`src/rtl/count_seq_monitor.sv`:
```
// Sequence checker for a 4-bit up-counter: verifies +1 mod 16 steps, counts wraps, latches first fault.
// Define COUNT_SEQ_MONITOR_HOLD_EN to accept a repeated value (stalled counter) while tracking.
module count_seq_monitor #(
    parameter int unsigned WRAP_W = 8
) (
    input  logic              Clk,
    input  logic              RST,
    input  logic [3:0]        CNT_IN,
    input  logic              SAMPLE,
    input  logic              CLR_ERR,
    output logic              WRAP,
    output logic [WRAP_W-1:0] WRAPS,
    output logic              ERR,
    output logic [3:0]        ERR_VAL,
    output logic [3:0]        ERR_EXP,
    output logic              LOCKED
);

    typedef enum logic [1:0] {StIdle, StTrack, StFault} state_e;

    state_e              state_q, state_d;
    logic [3:0]          prev_q, prev_d;
    logic                wrap_q, wrap_d;
    logic [WRAP_W-1:0]   wraps_q, wraps_d;
    logic                err_q, err_d;
    logic [3:0]          err_val_q, err_val_d;
    logic [3:0]          err_exp_q, err_exp_d;
    logic [3:0]          exp_val;
    logic                hold_ok;

    assign exp_val = prev_q + 4'd1;

`ifdef COUNT_SEQ_MONITOR_HOLD_EN
    assign hold_ok = (CNT_IN == prev_q);
`else
    assign hold_ok = 1'b0;
`endif

    always_comb begin
        state_d   = state_q;
        prev_d    = prev_q;
        wrap_d    = 1'b0;
        wraps_d   = wraps_q;
        err_d     = err_q;
        err_val_d = err_val_q;
        err_exp_d = err_exp_q;
        if (CLR_ERR) begin
            err_d     = 1'b0;
            err_val_d = 4'd0;
            err_exp_d = 4'd0;
            // A sample arriving with the clear re-seeds the reference immediately.
            if (SAMPLE) begin
                prev_d  = CNT_IN;
                state_d = StTrack;
            end else begin
                state_d = StIdle;
            end
        end else if (SAMPLE) begin
            unique case (state_q)
                StIdle: begin
                    prev_d  = CNT_IN;
                    state_d = StTrack;
                end
                StTrack: begin
                    if (CNT_IN == exp_val) begin
                        prev_d = CNT_IN;
                        if (prev_q == 4'hf) begin
                            wrap_d = 1'b1;
                            if (wraps_q != '1) begin
                                wraps_d = wraps_q + WRAP_W'(1);
                            end
                        end
                    end else if (!hold_ok) begin
                        err_d     = 1'b1;
                        err_val_d = CNT_IN;
                        err_exp_d = exp_val;
                        prev_d    = CNT_IN;
                        state_d   = StFault;
                    end
                end
                StFault: begin
                    prev_d = CNT_IN;
                end
                default: begin
                    state_d = StIdle;
                end
            endcase
        end
    end

    always_ff @(posedge Clk) begin
        if (RST) begin
            state_q   <= StIdle;
            prev_q    <= 4'd0;
            wrap_q    <= 1'b0;
            wraps_q   <= '0;
            err_q     <= 1'b0;
            err_val_q <= 4'd0;
            err_exp_q <= 4'd0;
        end else begin
            state_q   <= state_d;
            prev_q    <= prev_d;
            wrap_q    <= wrap_d;
            wraps_q   <= wraps_d;
            err_q     <= err_d;
            err_val_q <= err_val_d;
            err_exp_q <= err_exp_d;
        end
    end

    assign WRAP    = wrap_q;
    assign WRAPS   = wraps_q;
    assign ERR     = err_q;
    assign ERR_VAL = err_val_q;
    assign ERR_EXP = err_exp_q;
    assign LOCKED  = (state_q == StTrack);

endmodule

```
`config.mk`:
```
export PLATFORM = sky130hd
export DESIGN_NAME = count_seq_monitor
export DESIGN_NICKNAME = d
export VERILOG_FILES = /design/src/rtl/count_seq_monitor.sv
export SDC_FILE = /design/constraint.sdc
export NUM_CORES = 1
export LEC_CHECK = 0
export CORE_UTILIZATION = 30
export CTS_CLUSTER_SIZE = 16
export DETAILED_ROUTE_END_ITERATION = 10
export PLACE_DENSITY = 0.62
export SLEW_MARGIN = 5
export SYNTH_ARGS = -nofsm -noshare
export SYNTH_HDL_FRONTEND = slang
export SYNTH_SLANG_ARGS = --single-unit
```
`constraint.sdc`:
```
create_clock -name Clk -period 6.7 [get_ports Clk]
set_input_delay 1.34 -clock Clk [delete_from_list [all_inputs] [get_ports Clk]]
set_output_delay 1.34 -clock Clk [all_outputs]
set_load 0.05 [all_outputs]
```
After elaboration in Yosys (flattened, before gate mapping)
Cells that the tools add are included.

Word-level logic and storage cells: 40. Register bits after elaboration: 24. Input port bits: 8.

Add/subtract/negate cells: 2. Reduce and logical (&&, ||, !) cells: 10. Bitwise logic cells: 4. Multiplexer cells: 10. Eq/ne operators: 7.

Operators by type and width (count): 4-bit two-way mux (4); 8-bit by 1-bit adder with 8-bit output, second input constant (1); 8-bit inequality test, second input constant (1); 2-bit two-way mux (3); 2-bit case mux with 3 select lines (1); 3-bit AND reduction (2); 6-bit AND reduction (1); 5-bit OR reduction (1); 4-bit by 1-bit adder with 4-bit output, second input constant (1); 4-bit equality test (1); 4-bit equality test, second input constant (1); 1-bit NOT (4); 2-bit nonzero test (2); 3-bit inequality test, second input constant (1); 3-bit OR reduction (1); 2-bit by 1-bit equality test with 1-bit output, second input constant (1); 2-bit equality test, second input constant (1); 2-bit logical NOT (1); 1-bit two-way mux (2); 2-bit inequality test, second input constant (1); 2-bit AND reduction (1); 2-bit OR reduction (1).

Logic depth before layout (Yosys ltp)
Word-level depth: 6. Gate-level depth with buffers: 7. Gate-level depth less buffers: 6.

Worst setup path after synthesis
OpenSTA, ideal clock, no wires.

Kind: input-to-reg. Start point: input port SAMPLE. End point: register wraps_q[0] (netlist: WRAPS[0]). Data required time: 6579 ps. Arrival time: 3022 ps. Setup time: 121 ps. Path slack: 3557 ps. Stages: 7. Cells stage by stage: buf_2 > nand2b_1 > or4b_1 > or3_1 > buf_2 > nor2_1 > mux2_2.

Longest elaborated chain between the ends: 1.

RTL lines: start, declared (line 9) `input logic SAMPLE,`; 6-bit AND reduction (no source line); end signal, assigned (line 104) `wraps_q <= wraps_d;`; end, declared (line 24) `logic [WRAP_W-1:0] wraps_q, wraps_d;`.

No other way between the ends. A chain may end at the register's enable or synchronous reset.

Worst setup path in the final report
Start point: input port SAMPLE. End point: register wraps_q[6] (netlist: WRAPS[6]).

Same word-level chain as after synthesis.

==> results.md <==
* Clock sinks at 24
* RePlAce Congestion at ~0.77
* Critical path fanouts, max at 12
* First-pass GRT wire length at 4.04 mm
* Post-synthesis sequential area ratio at 0.428
* P&R area growth vs syn at 32.7%
* Largest cells by area after synthesis: dfxtp_1 (43%), mux2i_1 (7.1%), nor2_1 (4.7%), a21oi_1 (4.5%), xor2_1 (3.9%)
* Core Area at roughly 0.0035 mm²
* Crit path DAT at ~3800 ps
* Worst Hold Class: flop to flop
* CTS buffer count at 3
* Via count at about 990
* Outcome: completed
* Max-Cap Viols at 0
* Iter 0 DRT Violations at 65
* Worst-skew pair later-pin latency at around 270 ps
* Tot GR Track Use at 0.126
* Fmax at 0.282 GHz
* Clk buf depth at 2
* P per Cell Area at ~210 mW/mm²
* Fin nets at approximately 160
* Core Rows at 21
* Met1 WL at around 1.1 mm
* H-tree Lvls at 1
* CTS root buf: clkbuf_8
* Top cells by count, synth: dfxtp_1 (24), nor2_1 (14), a21oi_1 (10), nand2_1 (10), mux2i_1 (8)
* Combinational power share at 0.107
* CP startpoint kind: input port
* Setup violators final at 0
* Initial DRT Pass Iterations at 4
* PortBufs at 26
* Drt wl/cell at about 12 µm
* Sw Pwr at ~69 µW
* Pint at roughly 240 µW
* Syn_area_per_cell at ~9 µm²
* Post-CTS Setup Inserts at 0
* Number of global-route vias before repair at slightly below 1000
* Clk slew on worst S/H paths at 90 ps
* Req. time, crit path at between 6000 and 7000 ps
* Vias per inst at ~5
* Gate Count Post-Synth at about 130
* Metal3 WL at approximately 130 µm
* Max IR drop VDD at between 150 and 200 µV
* Met2 WL at between 1 and 1.5 mm
* DRC Markers at 0
* Leakage power at 0.000508 µW
* Unique masters post-synth at 33
* Post-route clock period utilization at 0.530
* Initial antenna violation count at 0
* Post_cts resized at 0
* Yosys warnings at 0
* Sw Ratio at 0.224
* Setup crit end kind: flop
* Top Layer Used: met3
* Fraction of layout cells with a size suffix above 1 at 0.0458
* Clock power frac at 0.413
* Pin count of the biggest net entering global routing at 18
* Antenna fix cells at 0
* Number of synthesized flops with an enable pin at 0
* Die W at between 60 and 70 µm
* Setup_tns at 0 ps
* Critical path class: input port to flop
* Ys async rst share at 0
* RSZ-0062 raised after global routing: no
* Fin crit period at 3550 ps
* Pins Over Slew Limit at 0
* Slew HR at 0.596
* I/O pins at 27
* Die H at 63.2 µm
* Slew @ Worst Pin at 604 ps
* Flop pwr share at 0.479
* Yosys top cell area share at 0.428
* Dpl hpwl at around 1.8 mm
* Routed WL at between 2 and 2.5 mm
* Synth area leader: dfxtp_1
* Antenna viol nets, final at 0
* Ys flop type: dfxtp_1
* Most numerous cell in the Yosys netlist: dfxtp_1
* CTS tree: done
* Final Core Density at 0.429
* Initial Util at 0.324
* Syn Nets at around 140
* Full die area at roughly 0.0040 mm²
* Synth Cell Area at ~0.0011 mm²
* Final Hold Vio Count at 0
* Remaining global-route overflow at 0
* Hold_buf cts at 0
* Yosys reg bits at 24
* Worst Skew at approximately 1.5 ps
## state kept, by name, indices dropped and copies added, names as in the netlist
signal and flops:
ERR_EXP 4, ERR_VAL 4, WRAP 1, WRAPS 8, state_q 2, ERR 1
prev_q 4
## worst paths after layout
path                   end       from  slack (ps)  depth (start not counted)
setup / recovery  WRAPS[6]     SAMPLE        3150                          6
hold / removal         ERR        ERR         490                          2
setup reg to reg  WRAPS[6]  prev_q[0]        4050                          6
hold reg to reg        ERR        ERR         490                          2
## critical path, cell delays in order
cell,delay [ps]
clkdlybuf4s50_1,670
nand2b_1,100
or4b_1,480
or3_1,470
or4_1,540
a21oi_1,150
## layer usage
layer  GRT usage  up-vias
li1            -      504
met1       0.157      447
met2       0.211       37
met3      0.0362        0
met4      0.0320        0
met5           0        -
## power groups by stage
stage / clock network, µW / logic, µW / registers, µW
3_3_place_gp: 0 / 33.0 / 151
4_1_cts: 132 / 33.6 / 148
3_5_place_dp: 0 / 33.5 / 151
2_1_floorplan: 0 / 18.8 / 154
6_report: 127 / 33.2 / 148
5_1_grt: 138 / 36.3 / 148
## final cells by class
type,count,area [µm²]
Inverter,3,11.3
Clock buffer,3,41.3
Multi-Input combinational cell,96,608
Sequential cell,24,480
Tap cell,46,57.6
Timing Repair Buffer,26,260
Clock inverter,1,30.0
Fill cell,373,1980
## per-stage QoR
| step | instances | setup slack [ps] | power (µW) | hold slack, ps | cell area (µm²) |
|---|---|---|---|---|---|
| floorplan | 128 | 3560 | 173 | 453 | 1120 |
| finish | 199 | 3150 | 309 | 491 | 1490 |
| CTS | 199 | 3170 | 313 | 493 | 1490 |
| global route | 199 | 3030 | 322 | 527 | 1490 |
| global placement | 195 | 2950 | 184 | 460 | 1420 |
| detailed placement | 195 | 2890 | 185 | 468 | 1420 |
## cells in the final DEF (no fill, tap or decap)
cell type,instances
a211oi_1,2
a21oi_1,10
a311oi_1,1
a31oi_1,1
and3_1,1
and4_1,2
and4b_1,1
bufinv_16,1
clkbuf_8,3
clkdlybuf4s50_1,26
dfxtp_1,24
ha_1,2
inv_1,3
mux2_2,1
mux2i_1,8
nand2_1,10
nand2b_1,4
nand3_1,7
nand4_1,2
nor2_1,14
nor2b_1,3
nor3_1,1
nor3b_1,1
o211ai_1,1
o21ai_0,4
o311a_1,1
o31ai_1,3
or2_2,2
or3_1,4
or4_1,2
or4b_1,1
xnor2_1,2
xor2_1,5
## logic make-up after synthesis
| group | after synthesis | share of synthesized area |
|---|---|---|
| flops | 24 | 0.428 |
| fa+ha+maj | 2 | 0.0223 |
| mux | 9 | 0.0814 |
| compound gates | 23 | 0.125 |
| simple gates | 55 | 0.259 |
| buf+inv | 8 | 0.0301 |
| xor+xnor | 7 | 0.0546 |
No activity file was read; power rests on OpenSTA's default activity.
